### config.mk
export PLATFORM = sky130hd
export DESIGN_NAME = bk_pipe_adder
export DESIGN_NICKNAME = d
export VERILOG_FILES = /design/src/rtl/adder_pkg.sv /design/src/rtl/bk_prefix_cell.sv /design/src/rtl/bk_pipe_adder.sv
export SDC_FILE = /design/constraint.sdc
export NUM_CORES = 1
export LEC_CHECK = 0
export BUFFER_PORTS_ARGS = -buffer_cell sky130_fd_sc_hd__buf_2
export CORE_MARGIN = 5
export CORE_UTILIZATION = 35
export DETAILED_ROUTE_END_ITERATION = 16
export PLACE_DENSITY = 0.56
export SETUP_SLACK_MARGIN = 0.5
export SYNTH_ARGS = -nofsm -noshare
export SYNTH_HDL_FRONTEND = slang
export SYNTH_HIERARCHICAL = 1
export SYNTH_SLANG_ARGS = --single-unit
### constraint.sdc
create_clock -name clk -period 2.2 [get_ports clk]
set_input_delay 0.33 -clock clk [delete_from_list [all_inputs] [get_ports clk]]
set_output_delay 0.33 -clock clk [all_outputs]
set_load 0.02 [all_outputs]
### src/rtl/adder_pkg.sv
// adder_pkg: shared op encodings, (g,p) pair type and
// Brent-Kung depth/latency helpers for the pipelined adder.
package adder_pkg;

  localparam logic OP_ADD = 1'b0;
  localparam logic OP_SUB = 1'b1;

  typedef struct packed {
    logic g;
    logic p;
  } gp_t;

  function automatic int bk_nlevels(input int width);
    return 2 * $clog2(width) - 1;
  endfunction

  function automatic int bk_latency(input int width,
                                    input int reg_every);
    int n;
    n = bk_nlevels(width);
    return (n + reg_every - 1) / reg_every + 1;
  endfunction

endpackage

### src/rtl/bk_prefix_cell.sv
// bk_prefix_cell: Brent-Kung (g,p) combine node.
// hi = upper group, lo = lower group, o = merged group.
module bk_prefix_cell
  import adder_pkg::*;
(
  input  gp_t hi,
  input  gp_t lo,
  output gp_t o
);

  assign o.g = hi.g | (hi.p & lo.g);
  assign o.p = hi.p & lo.p;

endmodule

### src/rtl/bk_pipe_adder.sv
// bk_pipe_adder: pipelined Brent-Kung add/sub, saturation, flags, tag.
// in_* (valid/ready) -> prefix pipeline -> out_* (valid/ready).
module bk_pipe_adder
  import adder_pkg::*;
#(
  parameter int WIDTH     = 32,
  parameter int REG_EVERY = 3,
  parameter int TAG_W     = 4
) (
  input  logic             clk,
  input  logic             rst_n,
  input  logic             in_valid,
  output logic             in_ready,
  input  logic [WIDTH-1:0] in_a,
  input  logic [WIDTH-1:0] in_b,
  input  logic             in_cin,
  input  logic             in_op,
  input  logic             in_sat,
  input  logic [TAG_W-1:0] in_tag,
  output logic             out_valid,
  input  logic             out_ready,
  output logic [WIDTH-1:0] out_sum,
  output logic             out_cout,
  output logic             out_ovf,
  output logic             out_zero,
  output logic [TAG_W-1:0] out_tag
);

  localparam int LW  = $clog2(WIDTH);
  localparam int NL  = bk_nlevels(WIDTH);
  localparam int MSB = WIDTH - 1;

  if ((WIDTH < 4) || ((WIDTH & (WIDTH - 1)) != 0)) begin : g_bad_w
    $fatal(1, "bk_pipe_adder: WIDTH must be a power of two >= 4");
  end
  if ((REG_EVERY < 1) || (REG_EVERY > NL)) begin : g_bad_r
    $fatal(1, "bk_pipe_adder: REG_EVERY out of range 1..NLEVELS");
  end

  typedef struct packed {
    logic             v;
    logic [WIDTH-1:0] p;
    logic             c0;
    logic             am;
    logic             bm;
    logic             sat;
    logic [TAG_W-1:0] tag;
  } side_t;

  logic en;
  assign en       = !out_valid || out_ready;
  assign in_ready = en;

  logic             s0_v;
  logic [WIDTH-1:0] s0_a;
  logic [WIDTH-1:0] s0_b;
  logic             s0_c0;
  logic             s0_sat;
  logic [TAG_W-1:0] s0_tag;

  always_ff @(posedge clk or negedge rst_n) begin
    if (!rst_n) begin
      s0_v   <= 1'b0;
      s0_a   <= '0;
      s0_b   <= '0;
      s0_c0  <= 1'b0;
      s0_sat <= 1'b0;
      s0_tag <= '0;
    end else if (en) begin
      s0_v   <= in_valid;
      s0_a   <= in_a;
      s0_b   <= (in_op == OP_SUB) ? ~in_b : in_b;
      s0_c0  <= (in_op == OP_SUB) ? 1'b1 : in_cin;
      s0_sat <= in_sat;
      s0_tag <= in_tag;
    end
  end

  // c0 is folded into bit 0 as the generate of a virtual bit -1,
  // so every prefix G[i:0] is directly the carry into bit i+1.
  logic [WIDTH-1:0] p0;
  logic [WIDTH-1:0] g0;
  gp_t  [WIDTH-1:0] gp0;
  side_t            sb0;

  assign p0 = s0_a ^ s0_b;
  assign g0 = (s0_a & s0_b)
            | {{(WIDTH-1){1'b0}}, p0[0] & s0_c0};

  for (genvar i = 0; i < WIDTH; i++) begin : g_src
    assign gp0[i] = {g0[i], p0[i]};
  end

  assign sb0 = '{v: s0_v, p: p0, c0: s0_c0,
                 am: s0_a[MSB], bm: s0_b[MSB],
                 sat: s0_sat, tag: s0_tag};

  for (genvar l = 0; l < NL; l++) begin : g_lvl
    localparam int D = (l < LW) ? (1 << l)
                                : (1 << (2 * LW - 2 - l));
    gp_t [WIDTH-1:0] gi;
    gp_t [WIDTH-1:0] go;
    side_t           si;

    if (l == 0) begin : g_in
      assign gi = gp0;
      assign si = sb0;
    end else if ((l % REG_EVERY) == 0) begin : g_reg
      always_ff @(posedge clk or negedge rst_n) begin
        if (!rst_n) begin
          gi <= '0;
          si <= '0;
        end else if (en) begin
          gi <= g_lvl[l-1].go;
          si <= g_lvl[l-1].si;
        end
      end
    end else begin : g_wire
      assign gi = g_lvl[l-1].go;
      assign si = g_lvl[l-1].si;
    end

    // Up-sweep builds power-of-two groups; down-sweep fills the
    // remaining prefixes from the nearest completed group below.
    for (genvar i = 0; i < WIDTH; i++) begin : g_bit
      localparam bit UP = (l < LW) && (((i + 1) % (2 * D)) == 0);
      localparam bit DN = (l >= LW) && (((i + 1) % (2 * D)) == D)
                       && ((i + 1) > (2 * D));
      if (UP || DN) begin : g_cell
        bk_prefix_cell u_cell (
          .hi (gi[i]),
          .lo (gi[i-D]),
          .o  (go[i])
        );
      end else begin : g_pass
        assign go[i] = gi[i];
      end
    end
  end

  logic [WIDTH-1:0] gg;
  logic [WIDTH-1:0] unused_p;
  side_t            sf;

  for (genvar i = 0; i < WIDTH; i++) begin : g_fin
    assign gg[i]       = g_lvl[NL-1].go[i].g;
    assign unused_p[i] = g_lvl[NL-1].go[i].p;
  end
  assign sf = g_lvl[NL-1].si;

  logic [WIDTH-1:0] cy;
  logic [WIDTH-1:0] raw;
  logic [WIDTH-1:0] fin;
  logic             cout;
  logic             ovf;

  always_comb begin
    cy   = {gg[WIDTH-2:0], sf.c0};
    raw  = sf.p ^ cy;
    cout = gg[MSB];
    ovf  = (sf.am == sf.bm) && (raw[MSB] != sf.am);
    fin  = raw;
    if (sf.sat && ovf) begin
      fin = sf.am ? {1'b1, {(WIDTH-1){1'b0}}}
                  : {1'b0, {(WIDTH-1){1'b1}}};
    end
  end

  always_ff @(posedge clk or negedge rst_n) begin
    if (!rst_n) begin
      out_valid <= 1'b0;
      out_sum   <= '0;
      out_cout  <= 1'b0;
      out_ovf   <= 1'b0;
      out_zero  <= 1'b1;
      out_tag   <= '0;
    end else if (en) begin
      out_valid <= sf.v;
      out_sum   <= fin;
      out_cout  <= cout;
      out_ovf   <= ovf;
      out_zero  <= (fin == '0);
      out_tag   <= sf.tag;
    end
  end

endmodule

# Word level (Yosys, flattened, before mapping)
# Cells that the tools add are included.
# totals
register_bits	310
latchBits	0
ram_bits	0
mem_bits_ro	0
inputBits	75
output_inout_bits	41
mem_count	0
# classes
addsub	0
n_mul	0
div	0
n_lt_le_gt_ge	0
n_eq_ne	2
shifts	0
mux	4
bitwise_logic	146
reduce_logical	5
# ops
op	count
$mux W32	3
$and A1 B1 Y1	84
$xor A32 B32 Y32	2
$or A1 B1 Y1	57
$and A32 B32 Y32	1
$logic_not A32 Y1	1
$not A32 Y32	1
$or A32 B1 Y32	1
$logic_and A1 B1 Y1	2
$eq A1 B1 Y1	1
$logic_not A1 Y1	1
$logic_or A1 B1 Y1	1
$mux W1	1
$ne A1 B1 Y1	1

# Logic depth before layout (Yosys ltp)
# Gate-level depths: netlist of the first run.
# depth
word_depth	12
mapped_depth	9

# Modules after synthesis
# Netlist of the first run, hierarchy kept.
# modules_own_cells
module	instances	cells_each	area_per_inst_um2
bk_pipe_adder	1	1284	11915.2
bk_prefix_cell	57	2	15.0

# Worst setup path before layout of the first run
# OpenSTA, ideal clock, no wires.
# synth_timing
kind	reg-to-reg
startpoint	reg, netlist name cy[24]
endpoint	reg out_sum[20]
setup_time_ps	65
arrival_ps	2093
required_time_ps	2135
setup_slack_ps	42
stages_incl_launch_ff	10
n_path_buf	2
path_cell_list	dfrtp_1 a21o_1 a21o_1 a21o_1 xnor2_1 or4b_1 buf_4 buf_6 o211ai_2 o21a_1
# synth_between
elab_chain_cells	11
# synth_rtl
item	line_no	source
$and A1 B1 Y1	bk_prefix_cell.sv:11	assign o.g = hi.g | (hi.p & lo.g);
$or A1 B1 Y1	bk_prefix_cell.sv:11	
named net cy[28]	bk_pipe_adder.sv:151	logic [WIDTH-1:0] cy;
$and A1 B1 Y1	bk_prefix_cell.sv:11	
$or A1 B1 Y1	bk_prefix_cell.sv:11	
named net cy[30]	bk_pipe_adder.sv:151	
$and A1 B1 Y1	bk_prefix_cell.sv:11	
$or A1 B1 Y1	bk_prefix_cell.sv:11	
named net cy[31]	bk_pipe_adder.sv:151	
$xor A32 B32 Y32	bk_pipe_adder.sv:159	raw = sf.p ^ cy;
$ne A1 B1 Y1	bk_pipe_adder.sv:161	ovf = (sf.am == sf.bm) && (raw[MSB] != sf.am);
$logic_and A1 B1 Y1	bk_pipe_adder.sv:161	
$logic_and A1 B1 Y1	bk_pipe_adder.sv:163	if (sf.sat && ovf) begin
$mux W32	bk_pipe_adder.sv:163	
to (signal assigned)	bk_pipe_adder.sv:179	out_sum <= fin;
to (decl)	bk_pipe_adder.sv:22	output logic [WIDTH-1:0] out_sum,
# The timed path passes the listed nets, and every way through them passes these cells.
# A chain may end at the register's enable or synchronous reset.

# Worst setup path in the final report of the first run
# layout_timing
startpoint	reg, netlist name cy[24]
endpoint	reg out_zero
# layout_between
elab_chain_cells	12
word_cells_on_any_way	20
cone_classes	1 x eq/ne; 1 x mux; 15 x bitwise; 3 x reduce/logical
# layout_rtl
item	line_no	source
$and A1 B1 Y1 *	bk_prefix_cell.sv:11	
$or A1 B1 Y1 *	bk_prefix_cell.sv:11	
named net cy[28]	bk_pipe_adder.sv:151	
$and A1 B1 Y1 *	bk_prefix_cell.sv:11	
$or A1 B1 Y1 *	bk_prefix_cell.sv:11	
named net cy[30]	bk_pipe_adder.sv:151	
$and A1 B1 Y1 *	bk_prefix_cell.sv:11	
$or A1 B1 Y1 *	bk_prefix_cell.sv:11	
named net cy[31]	bk_pipe_adder.sv:151	
$xor A32 B32 Y32 *	bk_pipe_adder.sv:159	
$ne A1 B1 Y1	bk_pipe_adder.sv:161	
$logic_and A1 B1 Y1	bk_pipe_adder.sv:161	
$logic_and A1 B1 Y1	bk_pipe_adder.sv:163	
$mux W32 *	bk_pipe_adder.sv:163	
$logic_not A32 Y1 *	bk_pipe_adder.sv:182	out_zero <= (fin == '0);
to (signal assigned)	bk_pipe_adder.sv:182	
to (decl)	bk_pipe_adder.sv:25	output logic out_zero,
# The timed path passes the listed nets; every way through them passes the cells marked *.

==> impl_metrics.env, run 1 <==
export IMPL_cp_top_family="compound AO/OA/AOI/OAI gates"
export IMPL_clock_sinks=280
export IMPL_core_area_sq_um=34540
export IMPL_dp_cells=1858
export IMPL_post_dp_cell_area_sq_um=13450
export IMPL_rsz0062_at_grt="yes"
export IMPL_cpPeakStageDelay_ps=390
export IMPL_grt_overflow_total=0
export IMPL_grt_pass1_wl_um=46050
export IMPL_syn2layout_area_growth_pct=21.26
export IMPL_vdd_drop_max_mv=0.6252
export IMPL_dr_total_vias=8753
export IMPL_cts_made_buffers=29
export IMPL_worstMarginPinSlew_ps=566.7
export IMPL_critPathMaxFanout=4
export IMPL_outcome="finished, final reports clean"
export IMPL_final_area_sq_um=14850
export IMPL_fin_cells=1943
export IMPL_io_buffers=115
export IMPL_dieHeight_um=197.1
export IMPL_cts_tree="done"
export IMPL_arrival_ps=2570
export IMPL_hold_class="in2reg"
export IMPL_timing_fmax_mhz=475.2
export IMPL_fin_crit_ps=2104
export IMPL_drive_gt1_share_pct=16.26
export IMPL_fin_util_pct=42.99
export IMPL_grt_max_degree=117
export IMPL_htree_levels=1
export IMPL_globalRouteTotalUtil_pct=14.16
export IMPL_setup_ws_ps=95.54
export IMPL_place_ws_ps=36.87
export IMPL_n_antenna_cell=0
export IMPL_worstPathRequired_ps=2670
export IMPL_clk_latency_ps=540
export IMPL_power_density_nw_per_um2=1472
export IMPL_finalWirelength_um=28340
export IMPL_timing_critical_path_buf_inv=2
export IMPL_dr_pass1_iters=4
export IMPL_synthesis_nets=1442
export IMPL_die_area_sq_um=38830
export IMPL_setup_viol=0
export IMPL_rows=68
export IMPL_grt_antenna_before_repair=0
export IMPL_root_buffer="clkbuf_16"
export IMPL_die_w_um=197.1
export IMPL_netlist_area_sq_um=12250
export IMPL_finalNetCount=1580
export IMPL_wire_per_inst_um=14.59
export IMPL_clock_path_buffers=3
export IMPL_fin_crit_sh_pct=95.66
export IMPL_synth_cells=1335
export IMPL_hpwlAfterDp_um=19440
export IMPL_initial_core_util_pct=35.46
export IMPL_clkTransAtPathRegs_ps=60
export IMPL_gp_congestion=0.7762
export IMPL_yosys_warnings=6
export IMPL_relSlewSlack_pct=62.09
export IMPL_nFillCells=3534
export IMPL_worstPathCellList="a21o_1, a21o_1, a21o_1, xnor2_2, buf_4, nor4b_4, buf_4, nor4b_2, a32o_1"
export IMPL_slew_viol_final=0
export IMPL_critPathMostFrequentCell="a21o_1"
export IMPL_max_cap_violations=0
export IMPL_cp_end_kind="flop"
export IMPL_first_iter_violations=500
export IMPL_final_antenna_net_count=0
export IMPL_power_leakage_nw=7.831
export IMPL_finalHoldViolCount=0
export IMPL_drc_errors=0
export IMPL_crit_type="reg2reg"
export IMPL_finalSetupTns_ps=0
export IMPL_skew_ps=11.34
export IMPL_critPathSlowestCell="dfrtp_1"
export IMPL_ios=116
export IMPL_vias_per_cell=4.505
export IMPL_synth_avg_cell_area_sq_um=9.175
export IMPL_start_kind="flop"
export IMPL_grt_pass1_vias=8771
==> flip-flops by register name (all words and copies together), names as in the netlist <==
name	cells
s0_c0	1
cy	7
g_lvl.gi	80
cout	1
out_valid	1
s0_tag	4
s0_sat	1
out_cout	1
s0_v	1
out_zero	1
s0_a	32
out_tag	4
s0_b	32
out_sum	32
g_lvl.si	81
out_ovf	1
==> worst paths after layout <==
kind	from	to	slack [ps]	depth (start not counted)
min in group asynchronous	rst_n	s0_b[13]$_DFFE_PN0P_	260	2
max reg2reg	cy[24]$_DFFE_PN0P_	out_zero$_DFFE_PN1P_	100	9
min	in_a[13]	s0_a[13]$_DFFE_PN0P_	20	3
max	cy[24]$_DFFE_PN0P_	out_zero$_DFFE_PN1P_	100	9
min reg2reg	g_lvl[6].si[40]$_DFFE_PN0P_	g_lvl[6].si[40]$_DFFE_PN0P_	460	2
max in group asynchronous	rst_n	g_lvl[3].si[39]$_DFFE_PN0P_	1280	3
==> metrics by stage <==
step	hold slack [ps]	total power, mW
finish	18.50	21.86
global route	19.61	23.56
CTS	0.8210	21.91
detailed placement	227.6	17.00
global placement	231.6	16.80
floorplan	34.41	14.26
==> cell usage in the layout, fill, tap and decap left out, drive strengths merged <==
master	n
nand2	667
dfrtp	279
buf	149
a21o	58
xnor2	52
clkbuf	45
o21ai	34
ha	32
dlygate4sd3	29
and2	26
a21oi	23
o21a	20
o211ai	20
nor2	16
xor2	12
nand4	6
nor4	3
clkinv	3
nor4b	2
nor2b	1
and4	1
or4b	1
nand2b	1
nand3	1
or3	1
a31oi	1
nor3b	1
or4	1
a32o	1
bufinv	1
dfstp	1
==> final cells by class <==
class | instances | area [sq um] | share of cell area (%)
Multi-Input combinational cell | 981 | 5036 | 33.91
Timing Repair Buffer | 180 | 1336 | 8.997
Sequential cell | 280 | 7008 | 47.19
Tap cell | 455 | 569.3 | 3.833
Inverter | 1 | 30.03 | 0.2022
Clock inverter | 3 | 43.79 | 0.2949
Clock buffer | 43 | 828.3 | 5.577
==> metal layers <==
layer / vias up / share of wire, % / global-route usage (%)
met2: 135 / 43 / 21.20
met3: 29 / 3.2 / 1.876
met1: 4071 / 52 / 21.98
met4: 0 / 1.5 / 3.133
li1: 4518 / - / -
met5: - / 0 / 0
==> worst register-to-register path: stages (launching register included) <==
cell and delay [ps]:
dfrtp_1 390, a21o_1 190, a21o_1 180, a21o_1 190, xnor2_2 160, buf_4 150
nor4b_4 320, buf_4 180, nor4b_2 40, a32o_1 250
==> power breakdown <==
part	switching [mW]	total, mW	internal (mW)
clock	1.92	4.60	2.68
sequential	1.38	8.74	7.36
combinational	4.92	8.52	3.60
==> timing repair <==
action | in CTS | in global routing
setup buffers | 5 | 2
hold endpoints to repair | 128 | 0
setup endpoints to repair | 72 | 43
hold buffers | 29 | 0
gates cloned | 1 | 2
pin swaps | 6 | 3
resized for setup | 8 | 16
(Power assumes the default switching activity.)
==> run 2: changes to the inputs <==
--- a/config.mk
+++ b/config.mk
@@ -13,5 +13,4 @@
 export SETUP_SLACK_MARGIN = 0.5
 export SYNTH_ARGS = -nofsm -noshare
 export SYNTH_HDL_FRONTEND = slang
-export SYNTH_HIERARCHICAL = 1
 export SYNTH_SLANG_ARGS = --single-unit
==> run 2 against run 1 <==
Against the previous run: cell count increased by 1.1%; area after synthesis fell by 0.95%; routed wire length rose by 6.6%; synthesized cell count decreased by 1.6%; die area decreased by 0.90%; core utilization grew 1.4 points; sequential power hardly changed; worst hold slack better by 36 ps; sequential cell count unchanged; critical path depth increased by 1; register-to-register slack improved by 50 ps; maximum frequency grew 2.2%; critical path type unchanged; largest power group is now combinational cells.
==> impl_metrics.env, run 2 <==
export IMPL_gp_congestion=0.7921
export IMPL_synth_cells=1313
export IMPL_dr_pass1_iters=7
export IMPL_yosys_warnings=0
export IMPL_synth_top_area_share_pct=57.55
export IMPL_finalWirelength_um=30200
export IMPL_power_density_nw_per_um2=1522
export IMPL_synth_cell_types=39
export IMPL_relSlewSlack_pct=60.05
export IMPL_wl_met3_um=1409
export IMPL_rsz0062_at_grt="yes"
export IMPL_globalRouteTotalUtil_pct=15.53
export IMPL_syn2layout_area_growth_pct=25.70
export IMPL_start_kind="flop"
export IMPL_initial_core_util_pct=35.29
export IMPL_power_leakage_nw=7.617
export IMPL_die_area_sq_um=38480
export IMPL_grt_max_degree=78
export IMPL_final_area_sq_um=15250
export IMPL_cp_end_kind="flop"
export IMPL_highest_layer="met4"
export IMPL_layout_commonest_cell="nand2_1"
export IMPL_setup_viol=0
export IMPL_worstPathCellList="a21o_1, a21o_1, ha_2, nor2_4, xnor2_4, and4bb_4, buf_12, clkbuf_16, a21oi_2, o21ai_1"
export IMPL_crit_type="reg2reg"
export IMPL_synth_avg_cell_area_sq_um=9.240
export IMPL_rows=68
export IMPL_core_area_sq_um=34370
export IMPL_ios=116
export IMPL_clk_latency_ps=560
export IMPL_netlist_area_sq_um=12130
export IMPL_skew_ps=19.41
export IMPL_wl_met2_um=13540
export IMPL_synth_main_ff_cell="dfrtp_1"
export IMPL_cpPeakStageDelay_ps=380
export IMPL_mostFrequentLayoutCells="616 x nand2_1, 279 x dfrtp_1, 113 x buf_2"
export IMPL_vdd_drop_max_mv=0.8180
export IMPL_timing_fmax_mhz=485.8
export IMPL_synthMostInstantiatedCell="nand2_1"
export IMPL_wl_met1_um=14690
export IMPL_final_antenna_net_count=0
export IMPL_cts_made_buffers=31
export IMPL_vias_per_cell=4.569
export IMPL_cts_tree="done"
export IMPL_yosysSeqAreaShare_pct=57.77
export IMPL_finalHoldViolCount=0
export IMPL_finalSetupTns_ps=0
export IMPL_grt_overflow_total=0
export IMPL_wire_per_inst_um=15.38
export IMPL_ys_seq_elements=280
export IMPL_drc_errors=0
export IMPL_critPathMostFrequentCell="a21o_1"
export IMPL_arrival_ps=2520
export IMPL_hold_path_depth=3
export IMPL_yosys_top_cells_area="dfrtp_1 58%, nand2_1 19%, ha_1 4.8%"
export IMPL_n_antenna_cell=0
export IMPL_critPathMaxFanout=6
export IMPL_grt_pass1_vias=9239
export IMPL_synth_top_cell_by_area="dfrtp_1"
export IMPL_io_buffers=115
export IMPL_die_w_um=196.2
export IMPL_fin_crit_sh_pct=93.56
export IMPL_dr_total_vias=8974
export IMPL_clkTransAtPathRegs_ps=60
export IMPL_grt_pass1_wl_um=49470
export IMPL_dp_cells=1842
export IMPL_clock_sinks=280
export IMPL_clock_path_buffers=3
export IMPL_reg_top3="g_lvl.si: 81 flops, g_lvl.gi: 80 flops"
export IMPL_first_iter_violations=497
export IMPL_synthesis_nets=1435
export IMPL_synth_edf_count=0
export IMPL_largest_register="g_lvl.si"
export IMPL_outcome="finished, final reports clean"
export IMPL_slew_viol_final=0
export IMPL_worst_path_stages=10
export IMPL_largest_reg_flops=81
export IMPL_p_total_mw=23.21
export IMPL_htree_levels=1
export IMPL_fin_cells=1964
export IMPL_yosys_top_cells_count="616 x nand2_1, 279 x dfrtp_1, 57 x a21oi_1, 50 x o21ai_0, 47 x ha_1"
export IMPL_finalNetCount=1606
export IMPL_rr_worst_depth=10
export IMPL_async_reset_ff_share_pct=100.0
export IMPL_hpwlAfterDp_um=19960
export IMPL_grt_antenna_before_repair=0
export IMPL_cp_top_family="compound AO/OA/AOI/OAI gates"
export IMPL_critPathSlowestCell="dfrtp_1"
export IMPL_worstMarginPinSlew_ps=594.9
export IMPL_timing_critical_path_buf_inv=2
export IMPL_dieHeight_um=196.2
export IMPL_drive_gt1_share_pct=17.63
export IMPL_hold_class="in2reg"
export IMPL_worstPathRequired_ps=2670
export IMPL_fin_crit_ps=2058
export IMPL_nFillCells=3429
export IMPL_max_cap_violations=0
export IMPL_post_dp_cell_area_sq_um=13240
export IMPL_root_buffer="clkbuf_16"
-- run 2: final timing paths --
| kind | startpoint | endpoint | slack [ps] |
|---|---|---|---|
| worst min-delay path | in_cin | s0_c0$_DFFE_PN0P_ | 50 |
| worst max register to register | g_lvl[6].gi[54]$_DFFE_PN0P_ | out_sum[15]$_DFFE_PN0P_ | 140 |
| max in group asynchronous | rst_n | out_zero$_DFFE_PN1P_ | 1120 |
| min in group asynchronous | rst_n | s0_b[29]$_DFFE_PN0P_ | 330 |
| worst max-delay path | g_lvl[6].gi[54]$_DFFE_PN0P_ | out_sum[15]$_DFFE_PN0P_ | 140 |
| worst min register to register | g_lvl[3].si[14]$_DFFE_PN0P_ | g_lvl[6].si[14]$_DFFE_PN0P_ | 460 |
-- run 2: layout make-up --
type | instances | area [sq um] | area share (%)
Timing Repair Buffer | 208 | 1707 | 11.19
Multi-Input combinational cell | 955 | 4847 | 31.79
Timing Repair inverter | 2 | 17.52 | 0.1149
Clock inverter | 18 | 216.5 | 1.419
Sequential cell | 280 | 7008 | 45.96
Inverter | 6 | 35.03 | 0.2297
Clock buffer | 40 | 849.6 | 5.571
Tap cell | 455 | 569.3 | 3.733
-- run 2: logic make-up (layout without fill, tap and decap cells) --
| family | count (synthesis) | after routing | synth area share (%) |
|---|---|---|---|
| simple gates | 692 | 692 | 22.35 |
| flops | 280 | 280 | 57.77 |
| compound gates | 167 | 167 | 7.519 |
| buf+inv | 78 | 274 | 3.919 |
| xor+xnor | 49 | 49 | 3.600 |
| fa+ha+maj | 47 | 47 | 4.847 |
-- run 2: routing by layer --
| layer | up-vias | GRT usage [%] |
|---|---|---|
| li1 | 4557 | - |
| met1 | 4200 | 23.01 |
| met2 | 177 | 24.03 |
| met3 | 40 | 2.421 |
| met4 | 0 | 3.776 |
| met5 | - | 0 |
-- run 2: stage by stage --
step                      hold WS [ps]  utilization, %  setup WS [ps]
final                            54.52           44.37          141.7
after global routing             36.16           44.37          35.77
after CTS                        18.62           43.40          173.1
after detailed placement         349.7           38.51          130.8
after global placement           340.2           38.51          179.4
after floorplan                  34.41               -          399.3
-- run 2: worst min-delay path: cells and delay by family --
| family | cells | cell delay (ps) |
|---|---|---|
| compound gates | 1 | 90 |
| buf+inv | 1 | 80 |
| simple gates | 1 | 80 |
-- run 2: report_power, final --
part           internal (mW)  total, mW  switching [mW]  leakage [nW]
Combinational           3.79       9.14            5.34          3.66
Sequential              7.39       8.74            1.36          3.44
Clock                   3.21       5.33            2.12         0.519
Total                   14.4       23.2            8.82          7.62
-- run 2: timing repair --
item / in CTS / in global routing
buffers inserted: 13 / 6
hold buffers: 38 / 0
gates resized for setup: 14 / 38
endpoints found under the hold margin: 94 / 0
gates cloned: 3 / 4
pin swaps: 5 / 25
setup endpoints to repair: 36 / 128
==> run 3: changes to the inputs <==
--- a/config.mk
+++ b/config.mk
@@ -6,11 +6,14 @@
 export NUM_CORES = 1
 export LEC_CHECK = 0
 export BUFFER_PORTS_ARGS = -buffer_cell sky130_fd_sc_hd__buf_2
+export CAP_MARGIN = 15
 export CORE_MARGIN = 5
 export CORE_UTILIZATION = 35
 export DETAILED_ROUTE_END_ITERATION = 16
 export PLACE_DENSITY = 0.56
+export RECOVER_POWER = 50
 export SETUP_SLACK_MARGIN = 0.5
+export SLEW_MARGIN = 10
 export SYNTH_ARGS = -nofsm -noshare
 export SYNTH_HDL_FRONTEND = slang
 export SYNTH_SLANG_ARGS = --single-unit
==> run 3 against run 2 <==
Against the previous run: largest power group unchanged; core utilization is 0.28 points lower; maximum frequency shrank 0.19%; die area unchanged; combinational power fell by 0.9%; sequential power barely moved; critical endpoint unchanged.
==> impl_metrics.env, run 3 (same netlist as run 2, synthesis figures left out) <==
export IMPL_outcome="finished, final reports clean"
export IMPL_drc_errors=0
export IMPL_clock_path_buffers=3
export IMPL_largest_reg_flops=81
export IMPL_clkTransAtPathRegs_ps=60
export IMPL_htree_levels=1
export IMPL_highest_layer="met4"
export IMPL_cts_made_buffers=31
export IMPL_initial_core_util_pct=35.29
export IMPL_finalWirelength_um=30210
export IMPL_wl_met1_um=14720
export IMPL_seqPwrFrac_pct=37.8
export IMPL_setup_viol=0
export IMPL_io_buffers=115
export IMPL_wl_met3_um=1356
export IMPL_slew_viol_final=0
export IMPL_power_frac_comb_pct=39.2
export IMPL_post_dp_cell_area_sq_um=13240
export IMPL_vias_per_cell=4.573
export IMPL_fin_crit_ps=2062
export IMPL_n_antenna_cell=0
export IMPL_first_iter_violations=502
export IMPL_arrival_ps=2530
export IMPL_power_density_nw_per_um2=1527
export IMPL_hold_class="in2reg"
export IMPL_clk_latency_ps=560
export IMPL_fin_crit_sh_pct=93.74
export IMPL_rows=68
export IMPL_cts_tree="done"
export IMPL_die_w_um=196.2
export IMPL_switchingPower_mw=8.806
export IMPL_grt_pass1_vias=9239
export IMPL_ios=116
export IMPL_vdd_drop_max_mv=0.8149
export IMPL_mostFrequentLayoutCells="616 x nand2_1, 279 x dfrtp_1, 112 x buf_2"
export IMPL_fin_util_pct=44.09
export IMPL_crit_type="reg2reg"
export IMPL_worstPathRequired_ps=2660
export IMPL_start_kind="flop"
export IMPL_multiInputGateArea_sq_um=4840
export IMPL_worstMarginPinSlew_ps=1080
export IMPL_critPathMaxFanout=6
export IMPL_finalNetCount=1606
export IMPL_skew_ps=20.36
export IMPL_dr_total_vias=8981
export IMPL_p_int_mw=14.33
export IMPL_root_buffer="clkbuf_16"
export IMPL_relSlewSlack_pct=27.99
export IMPL_finalHoldViolCount=0
export IMPL_cp_end_kind="flop"
export IMPL_rsz0062_at_grt="yes"
export IMPL_max_cap_violations=0
export IMPL_hpwlAfterDp_um=19960
export IMPL_layout_commonest_cell="nand2_1"
export IMPL_core_area_sq_um=34370
export IMPL_final_area_sq_um=15150
export IMPL_grt_overflow_total=0
export IMPL_grt_max_degree=78
export IMPL_drive_gt1_share_pct=17.30
export IMPL_swShare_pct=38.06
export IMPL_grt_pass1_wl_um=49470
export IMPL_pwr_share_clk_pct=23.0
export IMPL_largest_register="g_lvl.si"
export IMPL_dieHeight_um=196.2
export IMPL_nFillCells=3445
export IMPL_timing_fmax_mhz=484.9
export IMPL_hold_ws_ps=50.73
export IMPL_grt_antenna_before_repair=0
export IMPL_gp_congestion=0.7921
export IMPL_syn2layout_area_growth_pct=24.92
export IMPL_power_leakage_nw=7.570
export IMPL_die_area_sq_um=38480
export IMPL_globalRouteTotalUtil_pct=15.53
export IMPL_dr_pass1_iters=5
export IMPL_clock_sinks=280
export IMPL_regArea_sq_um=7008
export IMPL_finalSetupTns_ps=0
export IMPL_final_antenna_net_count=0
export IMPL_wire_per_inst_um=15.38
export IMPL_reg_top3="g_lvl.si: 81 flops, g_lvl.gi: 80 flops"
export IMPL_wl_met2_um=13550
[run 3: power by group through the flow]
| stage | sequential (mW) | combinational (mW) | clock, mW |
|---|---|---|---|
| 2_1_floorplan | 8.87 | 5.17 | 0 |
| 3_3_place_gp | 8.77 | 7.83 | 0 |
| 3_5_place_dp | 8.83 | 7.92 | 0 |
| 4_1_cts | 8.74 | 8.54 | 5.51 |
| 5_1_grt | 9.03 | 10.2 | 5.68 |
| 6_report | 8.74 | 9.06 | 5.33 |
[run 3: what timing repair did]
item,4_1_cts,5_1_grt
cloned,3,4
endpoints found under the setup margin,36,128
hold buffers,38,0
gates resized for setup,14,38
hold endpoints to repair,94,0
buffers inserted,13,6
pin swaps,5,25
[run 3: worst paths after layout]
kind,cells past startpoint,slack [ps],end,start
max in group asynchronous,3,490,g_lvl[3].gi[39]$_DFFE_PN0P_,rst_n
min in group asynchronous,2,320,s0_b[29]$_DFFE_PN0P_,rst_n
worst max-delay path,10,140,out_sum[15]$_DFFE_PN0P_,g_lvl[6].gi[54]$_DFFE_PN0P_
worst max register to register,10,140,out_sum[15]$_DFFE_PN0P_,g_lvl[6].gi[54]$_DFFE_PN0P_
worst min-delay path,3,50,s0_b[3]$_DFFE_PN0P_,in_b[3]
worst min register to register,2,460,g_lvl[6].si[14]$_DFFE_PN0P_,g_lvl[3].si[14]$_DFFE_PN0P_
[run 3: metrics by stage]
step / worst slack [ps] / total power, mW / cells
finish: 137.8 / 23.13 / 1964
global route: 35.77 / 24.90 / 1964
CTS: 173.1 / 22.79 / 1954
detailed placement: 130.8 / 16.75 / 1842
global placement: 179.4 / 16.60 / 1842
floorplan: 399.3 / 14.04 / 1313
[run 3: layout make-up]
| type | count | share of cell area, % |
|---|---|---|
| flip-flops and latches | 280 | 46.24 |
| multi-input cells | 955 | 31.94 |
| repair buffers | 208 | 10.68 |
| clock buffers | 40 | 5.606 |
| well taps | 455 | 3.757 |
| clock inverters | 18 | 1.428 |
| inverters | 6 | 0.2312 |
| repair inverters | 2 | 0.1156 |
[run 3: worst max-delay path, cell delays in order (launching register included)]
cell	delay, ps
dfrtp_1	380
a21o_1	200
a21o_1	160
ha_2	180
nor2_4	150
xnor2_4	140
and4bb_4	320
buf_12	130
clkbuf_16	140
a21oi_2	30
o21ai_1	150
[run 3: routing by layer]
layer	vias to the layer above	GRT usage [%]
met5	-	0
met4	0	3.776
met3	44	2.421
met2	175	24.03
met1	4202	23.01
li1	4560	-
